--- config.mk ---
export PLATFORM = sky130hd
export DESIGN_NAME = axil_bram_stream_reader_flat
export DESIGN_NICKNAME = d
export VERILOG_FILES = /design/src/rtl/axil_bram_stream_reader_if.sv /design/src/rtl/axil_bram_stream_reader.sv /design/src/flat_wrapper.sv
export SDC_FILE = /design/constraint.sdc
export NUM_CORES = 1
export LEC_CHECK = 0
export BUFFER_PORTS_ARGS = -buffer_cell sky130_fd_sc_hd__buf_2
export CORE_ASPECT_RATIO = 1.5
export CORE_MARGIN = 4
export CORE_UTILIZATION = 30
export DETAILED_ROUTE_END_ITERATION = 7
export HOLD_SLACK_MARGIN = 0.02
export PLACE_DENSITY_LB_ADDON = 0.08
export SLEW_MARGIN = 30
export SYNTH_ARGS = -nofsm -noshare
export SYNTH_HDL_FRONTEND = slang
export SYNTH_SLANG_ARGS = --single-unit
--- constraint.sdc ---
create_clock -name clka -period 3.03 [get_ports clka]
set_input_delay 0.1515 -clock clka [delete_from_list [all_inputs] [get_ports clka]]
set_output_delay 0.1515 -clock clka [all_outputs]
set_load 0.01 [all_outputs]
--- src/rtl/axil_bram_stream_reader_if.sv ---
// ---------------------------------------------------------------------------
// axil_bram_stream_reader_if
//   Bundles the AXI-Lite read channels (toward the BRAM port) and the
//   AXI-Stream output of axil_bram_stream_reader.
//   Signal names keep their original m_axil_* / m_axis_* spelling.
//   modport master : the reader (drives AR, R-ready, stream)
//   modport slave  : the BRAM read port plus the stream consumer
// ---------------------------------------------------------------------------
interface axil_bram_stream_reader_if #(
  parameter int unsigned ADDR_WIDTH = 9,
  parameter int unsigned DATA_WIDTH = 32
);
  logic [ADDR_WIDTH-1:0] m_axil_araddr;
  logic [2:0]            m_axil_arprot;
  logic                  m_axil_arvalid;
  logic                  m_axil_arready;
  logic [DATA_WIDTH-1:0] m_axil_rdata;
  logic [1:0]            m_axil_rresp;
  logic                  m_axil_rvalid;
  logic                  m_axil_rready;
  logic [DATA_WIDTH-1:0] m_axis_tdata;
  logic                  m_axis_tvalid;
  logic                  m_axis_tlast;
  logic                  m_axis_tready;

  modport master (
    output m_axil_araddr, m_axil_arprot, m_axil_arvalid,
    input  m_axil_arready,
    input  m_axil_rdata, m_axil_rresp, m_axil_rvalid,
    output m_axil_rready,
    output m_axis_tdata, m_axis_tvalid, m_axis_tlast,
    input  m_axis_tready
  );

  modport slave (
    input  m_axil_araddr, m_axil_arprot, m_axil_arvalid,
    output m_axil_arready,
    output m_axil_rdata, m_axil_rresp, m_axil_rvalid,
    input  m_axil_rready,
    input  m_axis_tdata, m_axis_tvalid, m_axis_tlast,
    output m_axis_tready
  );
endinterface

--- src/rtl/axil_bram_stream_reader.sv ---
// ---------------------------------------------------------------------------
// axil_bram_stream_reader
//   AXI-Lite read master that drains a contiguous word range from a BRAM
//   port and re-emits it as an AXI-Stream burst (tlast on the final word).
//   One read outstanding at a time; a single-entry output register holds
//   each word until the stream accepts it.
//
// Ports
//   clka        clock
//   rstb        synchronous active-high reset (shared with the BRAM port)
//   start       begin burst, sampled only while idle
//   base_addr   first byte address (forced word aligned)
//   word_count  words to read, 0 = empty burst (done only, no traffic)
//   busy        high from accepted start until done
//   done        one-cycle completion pulse
//   err         sticky read-error flag (see macro below)
//   bus         axil_bram_stream_reader_if.master: AR/R channels + stream
//
// Build option
//   AXIL_READER_RRESP_CHECK_EN : when defined, err is set by any accepted
//   R beat with rresp != OKAY, cleared by reset or an accepted start; the
//   erroring data is still streamed. When undefined err is tied low.
// ---------------------------------------------------------------------------
module axil_bram_stream_reader #(
  parameter int unsigned ADDR_WIDTH = 9,
  parameter int unsigned DATA_WIDTH = 32,
  parameter int unsigned STRB_WIDTH = DATA_WIDTH / 8,
  parameter int unsigned CNT_WIDTH  = 8
) (
  input  logic                  clka,
  input  logic                  rstb,
  input  logic                  start,
  input  logic [ADDR_WIDTH-1:0] base_addr,
  input  logic [CNT_WIDTH-1:0]  word_count,
  output logic                  busy,
  output logic                  done,
  output logic                  err,
  axil_bram_stream_reader_if.master bus
);

  localparam logic [ADDR_WIDTH-1:0] ALIGN_MASK = ~ADDR_WIDTH'(STRB_WIDTH - 1);
  localparam logic [ADDR_WIDTH-1:0] ADDR_STEP  = ADDR_WIDTH'(STRB_WIDTH);

  typedef enum logic [1:0] {IDLE, AR, R, FLUSH} state_t;

  state_t                state;
  logic [ADDR_WIDTH-1:0] addr;
  logic [CNT_WIDTH-1:0]  remaining;
  logic [ADDR_WIDTH-1:0] araddr;
  logic                  arvalid;
  logic [DATA_WIDTH-1:0] tdata;
  logic                  tvalid;
  logic                  tlast;
  logic                  rready;
  logic                  r_fire;
  logic                  t_fire;

  // Accept read data only when the output register is empty or draining
  // this cycle, so a held stream word is never overwritten.
  assign rready = (state == R) && (!tvalid || bus.m_axis_tready);
  assign r_fire = bus.m_axil_rvalid && rready;
  assign t_fire = tvalid && bus.m_axis_tready;

  always_ff @(posedge clka) begin
    if (rstb) begin
      state     <= IDLE;
      addr      <= '0;
      remaining <= '0;
      araddr    <= '0;
      arvalid   <= 1'b0;
      tdata     <= '0;
      tvalid    <= 1'b0;
      tlast     <= 1'b0;
      busy      <= 1'b0;
      done      <= 1'b0;
    end else begin
      done <= 1'b0;
      // Drain by default; a new beat loaded in R below takes priority.
      if (t_fire) begin
        tvalid <= 1'b0;
        tlast  <= 1'b0;
      end
      unique case (state)
        IDLE: begin
          if (start) begin
            addr      <= base_addr & ALIGN_MASK;
            remaining <= word_count;
            if (word_count == '0) begin
              done <= 1'b1;
            end else begin
              state   <= AR;
              busy    <= 1'b1;
              arvalid <= 1'b1;
              araddr  <= base_addr & ALIGN_MASK;
            end
          end
        end
        AR: begin
          if (arvalid && bus.m_axil_arready) begin
            arvalid <= 1'b0;
            addr    <= addr + ADDR_STEP;
            state   <= R;
          end
        end
        R: begin
          if (r_fire) begin
            tdata     <= bus.m_axil_rdata;
            tvalid    <= 1'b1;
            tlast     <= (remaining == CNT_WIDTH'(1));
            remaining <= remaining - CNT_WIDTH'(1);
            if (remaining == CNT_WIDTH'(1)) begin
              state <= FLUSH;
            end else begin
              state   <= AR;
              arvalid <= 1'b1;
              araddr  <= addr;
            end
          end
        end
        FLUSH: begin
          if (t_fire) begin
            done  <= 1'b1;
            busy  <= 1'b0;
            state <= IDLE;
          end
        end
      endcase
    end
  end

`ifdef AXIL_READER_RRESP_CHECK_EN
  always_ff @(posedge clka) begin
    if (rstb) begin
      err <= 1'b0;
    end else if (state == IDLE && start) begin
      err <= 1'b0;
    end else if (r_fire && bus.m_axil_rresp != 2'b00) begin
      err <= 1'b1;
    end
  end
`else
  assign err = 1'b0;
`endif

  assign bus.m_axil_araddr  = araddr;
  assign bus.m_axil_arprot  = 3'b000;
  assign bus.m_axil_arvalid = arvalid;
  assign bus.m_axil_rready  = rready;
  assign bus.m_axis_tdata   = tdata;
  assign bus.m_axis_tvalid  = tvalid;
  assign bus.m_axis_tlast   = tlast;

endmodule

--- src/flat_wrapper.sv ---
// flat-port wrapper written by rule: the top's interface ports become plain ports
module axil_bram_stream_reader_flat 
#(
  parameter int unsigned ADDR_WIDTH = 9,
  parameter int unsigned DATA_WIDTH = 32,
  parameter int unsigned STRB_WIDTH = DATA_WIDTH / 8,
  parameter int unsigned CNT_WIDTH  = 8
)
  (clka, rstb, start, base_addr, word_count, busy, done, err, bus_m_axil_araddr, bus_m_axil_arprot, bus_m_axil_arvalid, bus_m_axil_arready, bus_m_axil_rdata, bus_m_axil_rresp, bus_m_axil_rvalid, bus_m_axil_rready, bus_m_axis_tdata, bus_m_axis_tvalid, bus_m_axis_tlast, bus_m_axis_tready);
  axil_bram_stream_reader_if #(.ADDR_WIDTH(ADDR_WIDTH), .DATA_WIDTH(DATA_WIDTH)) bus_i ();
  input  logic clka;
  input  logic rstb;
  input  logic start;
  input  logic [ADDR_WIDTH-1:0] base_addr;
  input  logic [CNT_WIDTH-1:0] word_count;
  output logic busy;
  output logic done;
  output logic err;
  output wire logic [$bits(bus_i.m_axil_araddr)-1:0] bus_m_axil_araddr;
  output wire logic [$bits(bus_i.m_axil_arprot)-1:0] bus_m_axil_arprot;
  output wire logic [$bits(bus_i.m_axil_arvalid)-1:0] bus_m_axil_arvalid;
  input wire logic [$bits(bus_i.m_axil_arready)-1:0] bus_m_axil_arready;
  input wire logic [$bits(bus_i.m_axil_rdata)-1:0] bus_m_axil_rdata;
  input wire logic [$bits(bus_i.m_axil_rresp)-1:0] bus_m_axil_rresp;
  input wire logic [$bits(bus_i.m_axil_rvalid)-1:0] bus_m_axil_rvalid;
  output wire logic [$bits(bus_i.m_axil_rready)-1:0] bus_m_axil_rready;
  output wire logic [$bits(bus_i.m_axis_tdata)-1:0] bus_m_axis_tdata;
  output wire logic [$bits(bus_i.m_axis_tvalid)-1:0] bus_m_axis_tvalid;
  output wire logic [$bits(bus_i.m_axis_tlast)-1:0] bus_m_axis_tlast;
  input wire logic [$bits(bus_i.m_axis_tready)-1:0] bus_m_axis_tready;
  assign bus_m_axil_araddr = bus_i.m_axil_araddr;
  assign bus_m_axil_arprot = bus_i.m_axil_arprot;
  assign bus_m_axil_arvalid = bus_i.m_axil_arvalid;
  assign bus_i.m_axil_arready = bus_m_axil_arready;
  assign bus_i.m_axil_rdata = bus_m_axil_rdata;
  assign bus_i.m_axil_rresp = bus_m_axil_rresp;
  assign bus_i.m_axil_rvalid = bus_m_axil_rvalid;
  assign bus_m_axil_rready = bus_i.m_axil_rready;
  assign bus_m_axis_tdata = bus_i.m_axis_tdata;
  assign bus_m_axis_tvalid = bus_i.m_axis_tvalid;
  assign bus_m_axis_tlast = bus_i.m_axis_tlast;
  assign bus_i.m_axis_tready = bus_m_axis_tready;
  axil_bram_stream_reader #(.ADDR_WIDTH(ADDR_WIDTH), .DATA_WIDTH(DATA_WIDTH), .STRB_WIDTH(STRB_WIDTH), .CNT_WIDTH(CNT_WIDTH)) u_core (.clka(clka), .rstb(rstb), .start(start), .base_addr(base_addr), .word_count(word_count), .busy(busy), .done(done), .err(err), .bus(bus_i));
endmodule
# Word level (Yosys, flattened, before mapping)
# Cells that the tools add are included.
[word_totals] regBits=65 out_inout_bits=51 inputBits=57
[op_classes] mux=36 n_reduce_logical=19 add_sub_neg=2 eq_ne=10
[ops] operator="9-bit two-way mux" n=6
[ops] operator="9-bit case mux with 2 select lines" n=2
[ops] operator="8-bit two-way mux" n=2
[ops] operator="8-bit case mux with 2 select lines" n=1
[ops] operator="1-bit two-way mux" n=15
[ops] operator="2-bit two-way mux" n=6
[ops] operator="5-bit AND reduction" n=2
[ops] operator="9-bit by 3-bit adder with 9-bit output, second input constant" n=1
[ops] operator="8-bit by 1-bit == test with 1-bit output, second input constant" n=1
[ops] operator="8-bit logical NOT" n=1
[ops] operator="2-bit case mux with 4 select lines" n=1
[ops] operator="8-bit by 1-bit subtractor with 8-bit output, second input constant" n=1
[ops] operator="2-bit by 1-bit inequality test with 1-bit output, second input constant" n=3
[ops] operator="2-bit inequality test, second input constant" n=3
[ops] operator="3-bit AND reduction" n=2
[ops] operator="6-bit AND reduction" n=1
[ops] operator="2-bit nonzero test" n=3
[ops] operator="2-bit == test, second input constant" n=2
[ops] operator="1-bit logical AND" n=4
[ops] operator="1-bit case mux with 2 select lines" n=2
[ops] operator="4-bit AND reduction" n=1
[ops] operator="1-bit case mux with 3 select lines" n=1
[ops] operator="3-bit nonzero test" n=1
[ops] operator="2-bit by 1-bit == test with 1-bit output, second input constant" n=1
[ops] operator="other kinds (4)" n=4

# Logic depth before layout (Yosys ltp)
# Gate-level depths: netlist of the first run.
[logic_depth] ltp_word=6 depth_mapped=8 depth_no_buf=7

# Worst setup path before layout of the first run
# OpenSTA, ideal clock, no wires.
[synth_path] path_type="register to register" start="reg u_core.state[0]" end="reg u_core.araddr[7], in the netlist u_core.bus.m_axil_araddr[7]" arrival_ns=1.883 period_less_slack_ns=1.964 stages_incl_launch_ff=9 slack_ns=1.066 setup_time_ns=0.081 path_buffers=1 path_cell_list="dfxtp_1 > inv_1 > ha_1 > nor2b_1 > or2_1 > nor4_4 > buf_6 > nor2_1 > a211oi_2"
[synth_between] elab_chain_len=5
[synth_lines] item="from (decl)" line="axil_bram_stream_reader.sv:46" text="state_t state;"
[synth_lines] item="from (signal assigned)" line="axil_bram_stream_reader.sv:66" text="state <= IDLE;"
[synth_lines] item="from (signal assigned)" line="axil_bram_stream_reader.sv:91" text="state <= AR;"
[synth_lines] item="from (signal assigned)" line="axil_bram_stream_reader.sv:102" text="state <= R;"
[synth_lines] item="2-bit == test" line="axil_bram_stream_reader.sv:60, axil_bram_stream_reader.sv:83"
[synth_lines] item="1-bit logical AND" line="axil_bram_stream_reader.sv:60" text="assign rready = (state == R) && (!tvalid || bus.m_axis_tready);"
[synth_lines] item="1-bit logical AND" line="axil_bram_stream_reader.sv:61" text="assign r_fire = bus.m_axil_rvalid && rready;"
[synth_lines] item="2-bit by 1-bit inequality test with 1-bit output (no source line)"
[synth_lines] item="5-bit AND reduction (no source line)"
[synth_lines] item="to (signal assigned)" line="axil_bram_stream_reader.sv:94" text="araddr <= base_addr & ALIGN_MASK;"
[synth_lines] item="to (signal assigned)" line="axil_bram_stream_reader.sv:116" text="araddr <= addr;"
[synth_lines] item="to (decl)" line="axil_bram_stream_reader.sv:49" text="logic [ADDR_WIDTH-1:0] araddr;"
# Parallel ways exist; a longest one is shown, timed or not.
# A chain may end at the register's enable or synchronous reset.

# Worst setup path in the final report of the first run
[layout_path] start="reg u_core.state[0]" end="reg u_core.remaining[7]"
[layout_between] elab_chain_len=5
[layout_lines] item="2-bit == test" line="axil_bram_stream_reader.sv:60, axil_bram_stream_reader.sv:83"
[layout_lines] item="1-bit logical AND" line="axil_bram_stream_reader.sv:60"
[layout_lines] item="1-bit logical AND" line="axil_bram_stream_reader.sv:61"
[layout_lines] item="2-bit by 1-bit inequality test with 1-bit output (no source line)"
[layout_lines] item="3-bit AND reduction (no source line)"
[layout_lines] item="to (signal assigned)" line="axil_bram_stream_reader.sv:87" text="remaining <= word_count;"
[layout_lines] item="to (signal assigned)" line="axil_bram_stream_reader.sv:110" text="remaining <= remaining - CNT_WIDTH'(1);"
[layout_lines] item="to (decl)" line="axil_bram_stream_reader.sv:48" text="logic [CNT_WIDTH-1:0] remaining;"
# Parallel ways exist; a longest one is shown, timed or not.

==> reports/results.ini, run 1 <==
[logic_synthesis]
ys_seq_area_share_pct=43.4
avgSynthCellArea_sq_um=8.08
synth_top_cell_area_share_pct=43.4
async_reset_ff_share_pct=0
synth.most_common_cell=nand2_1
synth_common_cells=nand2_1, dfxtp_1, a21oi_1
synth_ff_type=dfxtp_1
synth_top_family_by_area=simple AND/OR/NAND/NOR gates
synth_adder_area_share_pct=3.06
ys_seq_elements=62
synth-xor-area-share_pct=0
yosys-top-cells-area=dfxtp_1, nand2_1, a21oi_1
synth-compound-area-share_pct=21.5
yosysWarnings=0
netlist_area_sq_um=2860
synthCells=354
synth_cell_types=51
yosysTopAreaCell=dfxtp_1
synth_edf_count=0
synth_mux_area_share_pct=3.15
synth_simple_gate_area_share_pct=23.2

[timing]
period_share_pct=76.1
slew_headroom_pct=46.3
rsz0062_at_grt=false
max_clock_freq_mhz=434
hold_viol_final=0
setup_viol=0
finClkSkew_ns=0.00384
slew_viol_final=0
min_period_ns=2.31
setup_slack_ns=0.724
setup_tns_ns=0
worst-slew-pin-transition_ns=0.803

[worst_setup_path]
start_kind=flip-flop
cp_data_arrival_time_ns=2.54
r2r-end=u_core.remaining[7]
cp-end-kind=flip-flop
crit_path_end=u_core.remaining[7]
worstPathRequired_ns=3.27
crit_start=u_core.state[0]
timing.rr.start=u_core.state[0]
ff2ff_setup_slack_ns=0.72
worstSetupPathType=flip-flop to flip-flop
reg2reg_depth=7
crit_fanout=12

[layout]
num-nets-final=511
fin_util_pct=40.0
ff_latch_area_sq_um=1240
multi_input_area_sq_um=1470
fill_cells=1023
antennaDiodeCount=0
layout-area-overhead-vs-synth_pct=30.0
postLayoutCellArea_sq_um=3720
final_layout_size_suffix_gt1_share_pct=29.9

[pwr]
power.clock.fraction_pct=30.2
p_seq_share_pct=33.7
combPwrFrac_pct=36.1
p_leak_nw=1.56
ir_drop_mv=0.586
swShare_pct=36.1
p_total_mw=3.34
internal_power_mw=2.13
p_switching_mw=1.21
power.density_nw_per_um2=898

[floorplan]
placeableCoreArea_sq_um=9310
ios=108
start_util_pct=30.7
row_count=43
dieArea_sq_um=11200
fp.dieH_microns=128
die_width_microns=87.7

[outcome]
outcome=finished clean

[cts]
cts-buffers-inserted=9
post-cts-setup-buffers=0
clkTransAtPathRegs_ns=0.05
cts.repair.resized=0
cts_hold_buf=0
htreeDepth=3
cts_tree=built
cts_sinks=62
cts_buffer_depth=2
clk_latency_ns=0.32
cts_root_buffer=clkbuf_16

[global_routing]
antenna_found_initial=0
grt_util_all_layers_pct=14.8
globalRouteOverflowTotal=0
grt_pass1_wl_microns=13200
grt_max_degree=34
grt_pass1_vias=2866

[detailed_routing]
ant_nets=0
first_iter_violations=88
num_vias=2747
totalWireLength_microns=7880
drc=0
drt-pass1-iter-count=6
via_per_inst=4.88
wire_per_inst_microns=14.0

[flow_run]
drv_cap=0

[place]
gp_congestion=0.791
portBuffers=99
post-place-ws_ns=0.523
dp_hpwl_microns=5590
dpl_cell_area_sq_um=3420

[worst_hold_path]
hp-class=input port to flip-flop

## critical path, cell delays in order (launching register included)
cell and delay, ns:
dfxtp_1 0.40, inv_1 0.09, ha_1 0.25, nor2b_1 0.18
or2_1 0.28, nor2_1 0.63, a21oi_1 0.15, a211oi_1 0.23
## worst min-delay path by stage
stage                               startpoint                           to  cells past startpoint
final                      bus_m_axil_rdata[9]   u_core.bus.m_axis_tdata[9]                      3
after CTS                 bus_m_axil_rdata[13]  u_core.bus.m_axis_tdata[13]                      3
after global placement    bus_m_axil_rdata[27]  u_core.bus.m_axis_tdata[27]                      3
after floorplan            bus_m_axil_rdata[0]   u_core.bus.m_axis_tdata[0]                      2
after global routing      bus_m_axil_rdata[23]  u_core.bus.m_axis_tdata[23]                      3
after detailed placement  bus_m_axil_rdata[13]  u_core.bus.m_axis_tdata[13]                      3
## metal layers
| layer | vias to the layer above | routed length, microns | global-route usage (%) |
|---|---|---|---|
| li1 | 1404 | - | - |
| met3 | 11 | 639 | 5.42 |
| met2 | 85 | 3800 | 25.1 |
| met5 | - | 0 | 0 |
| met1 | 1247 | 3260 | 15.9 |
| met4 | 0 | 180 | 7.32 |
## power groups by stage
stage / Clock (mW) / Sequential (mW) / Combinational [mW]
2_1_floorplan: 0 / 1.16 / 0.861
6_report: 1.01 / 1.13 / 1.21
4_1_cts: 1.04 / 1.13 / 1.21
3_5_place_dp: 0 / 1.14 / 1.20
5_1_grt: 1.08 / 1.15 / 1.37
3_3_place_gp: 0 / 1.14 / 1.19
## cells in the final DEF (no fill, tap or decap), types with 7 or more instances in the layout
cell type and count:
a211oi_1 7, nor2_1 23, clkbuf_16 9, buf_2 99
buf_4 7, mux2i_1 9, nand3_1 9, a211oi_2 7
ha_1 7, a21oi_1 47, dfxtp_1 62, nand2_1 85
inv_1 8, o21ai_0 11
## cell type report
cell class	instances	share of cell area [%]
Sequential cell	62	33.4
Tap cell	112	3.77
Inverter	8	0.807
Multi-Input combinational cell	260	39.5
Clock buffer	11	6.52
Timing Repair Buffer	106	14.7
Clock inverter	4	1.28
## sequential cells by signal, summed over array words and instances, names as in the netlist
name and count:
u_core.bus.m_axis_tvalid 1, u_core.bus.m_axis_tlast 1, u_core.remaining 8, u_core.bus.m_axis_tdata 32, u_core.state 2, u_core.bus.m_axil_araddr 8
u_core.addr 7, u_core.done 1, u_core.bus.m_axil_arvalid 1, u_core.busy 1
## kinds of logic after synthesis
family / after synthesis
buf+inv: 35
other cells: 1
compound gates: 96
flops: 62
simple gates: 144
mux: 9
fa+ha+maj: 7
## per-stage QoR
stage,std cells,hold WS (ns)
after floorplan,357,0.287
after detailed placement,547,0.397
after CTS,562,0.0493
after global placement,547,0.392
after global routing,563,0.0569
final,563,0.0623
Power figures use the tool's default switching activity.
==> run 2: changes to the inputs <==
==> constraint.sdc (replaced) <==
create_clock -name clka -period 1.9 [get_ports clka]
set_input_delay 0.095 -clock clka [delete_from_list [all_inputs] [get_ports clka]]
set_output_delay 0.095 -clock clka [all_outputs]
set_load 0.01 [all_outputs]
==> reports/results.ini, run 2 (synthesized netlist as in run 1, its figures left out) <==
[layout]
final_common_cell=buf_2  ; unchanged
largest_register_ffs=32  ; unchanged
fin_util_pct=46.2  ; was 40.0%
num-nets-final=563  ; was 511
fill_cells=939  ; was 1023
postLayoutCellArea_sq_um=4300  ; was 3720 sq um
antennaDiodeCount=0  ; unchanged
layout-area-overhead-vs-synth_pct=50.2  ; was 30.0%
final_layout_size_suffix_gt1_share_pct=33.8  ; was 29.9%
most-common-layout-cells=buf_2, nand2_1, dfxtp_1, a21oi_1, dlygate4sd3_1  ; was buf_2, nand2_1, dfxtp_1, a21oi_1, nor2_1

[global_routing]
grt_max_degree=30  ; was 34
grt_pass1_vias=2942  ; was 2866
antenna_found_initial=0  ; unchanged
globalRouteOverflowTotal=0  ; unchanged
grt_pass1_wl_microns=13800  ; was 13200 microns
grt_util_all_layers_pct=15.6  ; was 14.8%

[worst_setup_path]
cp-end-kind=flip-flop  ; unchanged
path_cells=inv_2 > ha_4 > or3b_4 > nor4_4 > buf_4 > a211oi_4 > a21o_1 > a21oi_2  ; was inv_1 > ha_1 > nor2b_1 > or2_1 > nor2_1 > a21oi_1 > a211oi_1
worstSetupPathType=flip-flop to flip-flop  ; unchanged
crit_start=u_core.state[1]  ; was u_core.state[0]
slowest_stage=or3b_4  ; was nor2_1
cp_data_arrival_time_ns=2.10  ; was 2.54 ns
timing.rr.start=u_core.state[1]  ; was u_core.state[0]
start_kind=flip-flop  ; unchanged
crit_fanout=4  ; was 12
cpPeakStageDelay_ns=0.37  ; was 0.63 ns
worstPathRequired_ns=2.15  ; was 3.27 ns

[place]
dpl_cell_area_sq_um=3600  ; was 3420 sq um
portBuffers=99  ; unchanged
gp_congestion=0.834  ; was 0.791
dp_hpwl_microns=5750  ; was 5590 microns

[timing]
finClkSkew_ns=0.00576  ; was 0.00384 ns
slew_viol_final=0  ; unchanged
max_clock_freq_mhz=541  ; was 434 MHz
timing.hold.ws_ns=0.122  ; was 0.0623 ns
setup_tns_ns=0  ; unchanged
setup_viol=0  ; unchanged
hold_viol_final=0  ; unchanged
min_period_ns=1.85  ; was 2.31 ns
period_share_pct=97.2  ; was 76.1%
rsz0062_at_grt=true  ; was false

[cts]
cts_sinks=62  ; unchanged
cts_tree=built  ; unchanged
cts-buffers-inserted=9  ; unchanged
clk_latency_ns=0.32  ; about the same
clkTransAtPathRegs_ns=0.05  ; about the same
cts_root_buffer=clkbuf_16  ; unchanged
cts_buffer_depth=2  ; unchanged
htreeDepth=3  ; unchanged

[detailed_routing]
drc=0  ; unchanged
ant_nets=0  ; unchanged
first_iter_violations=93  ; was 88
totalWireLength_microns=8290  ; was 7880 microns
via_per_inst=4.80  ; was 4.88
num_vias=2950  ; was 2747
wire_per_inst_microns=13.5  ; was 14.0 microns
drt-pass1-iter-count=4  ; was 6

[floorplan]
placeableCoreArea_sq_um=9310  ; unchanged
die_width_microns=87.7  ; unchanged
dieArea_sq_um=11200  ; unchanged
ios=108  ; unchanged
fp.dieH_microns=128  ; unchanged
start_util_pct=30.7  ; unchanged
row_count=43  ; unchanged

[pwr]
p_leak_nw=1.82  ; was 1.56 nW
ir_drop_mv=0.588  ; was 0.586 mV
power.density_nw_per_um2=1360  ; was 898 nW/um^2
p_total_mw=5.84  ; was 3.34 mW

[worst_hold_path]
hp-start=word_count[1]  ; was bus_m_axil_rdata[9]
hp-class=input port to flip-flop  ; unchanged

[outcome]
outcome=finished clean  ; unchanged

[flow_run]
drv_cap=0  ; unchanged

==> run 2: changes by cell type in the layout (fill, tap and decap cells not counted), sizes merged <==
cell	before	now
buf	106	126
dlygate4sd3	0	32
==> run 2: repair_timing <==
action | in CTS | in global routing
resized for setup | 2 | 13
endpoints found under the hold margin | 32 | 0
setup endpoints to repair | 3 | 16
pin swaps | 1 | 7
buffers inserted | 0 | 3
hold buffers | 32 | 0
==> run 2: metrics by stage <==
stage	setup slack (ns)	std cells
finish	0.0530	615
global placement	-0.00836	565
CTS	0.0109	612
global route	-0.0329	615
detailed placement	-0.0373	565
floorplan	0.0279	357
==> run 2: power breakdown <==
| group | switching, mW | leakage [nW] | internal [mW] | total [mW] |
|---|---|---|---|---|
| Sequential | 0.217 | 0.506 | 1.59 | 1.81 |
| Combinational | 1.28 | 1.17 | 1.14 | 2.42 |
| Clock | 0.571 | 0.141 | 1.04 | 1.61 |
==> run 2: worst paths after layout <==
path,end,slack [ns],cells past startpoint
max,u_core.state[1],0.05,8
min,u_core.remaining[1],0.12,3
max reg2reg,u_core.state[1],0.05,8
min reg2reg,u_core.bus.m_axis_tdata[1],0.45,2
==> run 2: cell type report <==
cell class	instances	area, sq um	share of cell area [%]
clock inverters	4	47.5	1.11
well taps	112	140	3.26
flip-flops and latches	62	1240	28.9
inverters	8	30.0	0.699
multi-input cells	260	1540	35.8
clock buffers	11	243	5.65
repair buffers	158	1050	24.5
==> run 2: per-layer routing <==
| metal | global-route usage [%] | vias to the layer above | part of all wire (%) |
|---|---|---|---|
| met2 | 25.5 | 72 | 51 |
| met1 | 18.1 | 1359 | 41 |
| met5 | 0 | - | 0 |
| met3 | 5.61 | 13 | 5.9 |
| met4 | 6.68 | 0 | 2.5 |
| li1 | - | 1506 | - |
==> run 2: worst max-delay path: cells and delay by family (launching register included) <==
kind	cells	cell delay (ns)
buffers and inverters	2	0.29
AND/OR/NAND/NOR	2	0.66
flip-flops	1	0.34
adder cells (fa/ha/maj)	1	0.13
AO/OA/AOI/OAI	3	0.36
==> run 3: changes to the inputs <==
==> constraint.sdc (replaced) <==
create_clock -name clka -period 1.9 [get_ports clka]
set_input_delay 0.38 -clock clka [delete_from_list [all_inputs] [get_ports clka]]
set_output_delay 0.38 -clock clka [all_outputs]
set_load 0.01 [all_outputs]
==> reports/results.ini, run 3 (synthesized netlist as in run 1, its figures left out) <==
[detailed_routing]
via_per_inst=4.81  ; was 4.80
dr.max_layer_used=met4  ; unchanged
first_iter_violations=101  ; was 93
num_vias=2811  ; was 2950
totalWireLength_microns=7930  ; was 8290 microns
wire_per_inst_microns=13.6  ; was 13.5 microns
ant_nets=0  ; unchanged
route.met3.wl_microns=567  ; was 487 microns
drc=0  ; unchanged
wl_met2_microns=3870  ; was 4220 microns
wl_met1_microns=3370  ; was 3380 microns
drt-pass1-iter-count=4  ; unchanged

[worst_setup_path]
cp_data_arrival_time_ns=2.15  ; was 2.10 ns
path_cells=inv_2 > ha_4 > or3b_4 > nor4_4 > buf_4 > a211oi_2 > a21o_1 > a21oi_2  ; was inv_2 > ha_4 > or3b_4 > nor4_4 > buf_4 > a211oi_4 > a21o_1 > a21oi_2
worstPathBufferInverterCount=2  ; unchanged
start_kind=flip-flop  ; unchanged
cp_top_family=simple AND/OR/NAND/NOR gates  ; unchanged
slowest_stage=or3b_4  ; unchanged
cp-end-kind=flip-flop  ; unchanged
cpPeakStageDelay_ns=0.38  ; was 0.37 ns
worstPathRequired_ns=2.16  ; was 2.15 ns
reg2reg_depth=8  ; unchanged
worstSetupPathType=flip-flop to flip-flop  ; unchanged
crit_fanout=4  ; unchanged
ff2ff_setup_slack_ns=0.01  ; was 0.05 ns
timing.rr.start=u_core.state[1]  ; unchanged
r2r-end=u_core.state[1]  ; unchanged

[timing]
setup_slack_ns=0.0119  ; was 0.0530 ns
hold_viol_final=0  ; unchanged
min_period_ns=1.89  ; was 1.85 ns
finClkSkew_ns=0.00487  ; was 0.00576 ns
slew_viol_final=0  ; unchanged
timing.hold.ws_ns=0.284  ; was 0.122 ns
rsz0062_at_grt=true  ; unchanged
setup_viol=0  ; unchanged
period_share_pct=99.4  ; was 97.2%
max_clock_freq_mhz=530  ; was 541 MHz

[place]
dp_hpwl_microns=5790  ; was 5750 microns
post-place-ws_ns=-0.106  ; was -0.0373 ns
place_inst=565  ; unchanged
dpl_cell_area_sq_um=3600  ; unchanged
gp_congestion=0.806  ; was 0.834
portBuffers=99  ; unchanged

[layout]
multi_input_area_sq_um=1510  ; was 1540 sq um
most-common-layout-cells=buf_2, nand2_1, dfxtp_1, a21oi_1, buf_4  ; was buf_2, nand2_1, dfxtp_1, a21oi_1, dlygate4sd3_1
num-nets-final=531  ; was 563
layout-area-overhead-vs-synth_pct=39.4  ; was 50.2%
antennaDiodeCount=0  ; unchanged
final_cells=584  ; was 615
ff_latch_area_sq_um=1240  ; unchanged
final_common_cell=buf_2  ; unchanged
fill_cells=985  ; was 939
final_layout_size_suffix_gt1_share_pct=35.4  ; was 33.8%
postLayoutCellArea_sq_um=3990  ; was 4300 sq um
largest_register_ffs=32  ; unchanged

[global_routing]
grt_pass1_wl_microns=13000  ; was 13800 microns
grt_util_all_layers_pct=14.8  ; was 15.6%
globalRouteOverflowTotal=0  ; unchanged
antenna_found_initial=0  ; unchanged
grt_max_degree=33  ; was 30
grt_pass1_vias=2730  ; was 2942

[flow_run]
drv_cap=0  ; unchanged

[worst_hold_path]
hp-start=bus_m_axil_rdata[5]  ; was word_count[1]
hp-class=input port to flip-flop  ; unchanged
whs_endpoint=u_core.bus.m_axis_tdata[5]  ; was u_core.remaining[1]
min_path_cells=3  ; unchanged

[floorplan]
die_width_microns=87.7  ; unchanged
dieArea_sq_um=11200  ; unchanged
placeableCoreArea_sq_um=9310  ; unchanged
start_util_pct=30.7  ; unchanged
ios=108  ; unchanged
fp.dieH_microns=128  ; unchanged
row_count=43  ; unchanged

[pwr]
power.density_nw_per_um2=1480  ; was 1360 nW/um^2
ir_drop_mv=0.856  ; was 0.588 mV
p_leak_nw=1.69  ; was 1.82 nW

[cts]
cts_root_buffer=clkbuf_16  ; unchanged
cts_buffer_depth=2  ; unchanged
clkTransAtPathRegs_ns=0.06  ; was 0.05 ns
cts_sinks=62  ; unchanged
cts_hold_buf=0  ; was 32
clk_latency_ns=0.33  ; was 0.32 ns
cts-buffers-inserted=9  ; unchanged
cts_tree=built  ; unchanged
htreeDepth=3  ; unchanged

[outcome]
outcome=finished clean  ; unchanged

run 3: worst reg2reg max path: stages, from the launching register on:
cell      delay [ns]
dfxtp_2         0.33
inv_2           0.07
ha_4            0.14
or3b_4          0.39
nor4_4          0.30
buf_4           0.20
a211oi_2        0.06
a21o_1          0.21
a21oi_2         0.12
run 3: cell type report:
class / count / share of cell area (%)
multi-input cells: 260 / 37.8
well taps: 112 / 3.51
inverters: 8 / 0.753
clock inverters: 6 / 2.76
repair buffers: 126 / 18.3
clock buffers: 10 / 5.74
flip-flops and latches: 62 / 31.2
run 3: layer usage:
layer | vias up | track usage, %
met5 | - | 0
met4 | 0 | 5.69
met3 | 9 | 5.81
met2 | 74 | 24.2
met1 | 1285 | 17.2
li1 | 1443 | -
run 3: worst max-delay path by stage:
stage                    startpoint                           to  slack (ns)  cells past startpoint
floorplan           u_core.state[0]  u_core.bus.m_axil_araddr[7]        0.03                      8
global placement      word_count[4]              u_core.state[1]       -0.09                      7
detailed placement    word_count[4]              u_core.state[1]       -0.11                      7
CTS                 u_core.state[1]              u_core.state[1]     -0.0005                      8
global route        u_core.state[1]              u_core.state[1]       -0.06                      8
finish              u_core.state[1]              u_core.state[1]        0.01                      8
run 3: power breakdown:
| group | leakage (nW) | internal (mW) | switching, mW | total [mW] |
|---|---|---|---|---|
| sequential | 0.506 | 1.59 | 0.214 | 1.81 |
| clock | 0.159 | 1.28 | 0.593 | 1.87 |
| combinational | 1.02 | 1.01 | 1.22 | 2.23 |
run 3: metrics by stage:
stage               util, %  setup TNS (ns)  power, mW
global route           42.9          -0.255       6.32
finish                 42.9               0       5.91
detailed placement     38.7          -0.448       4.02
global placement       38.7          -0.270       3.98
CTS                    42.7       -0.000532       5.97
floorplan                 -               0       3.27
run 3: timing repair:
action	in CTS	in global routing
pin swaps	3	1
resized for setup	4	4
setup buffers	2	1
setup endpoints to repair	5	21
endpoints found under the hold margin	0	0
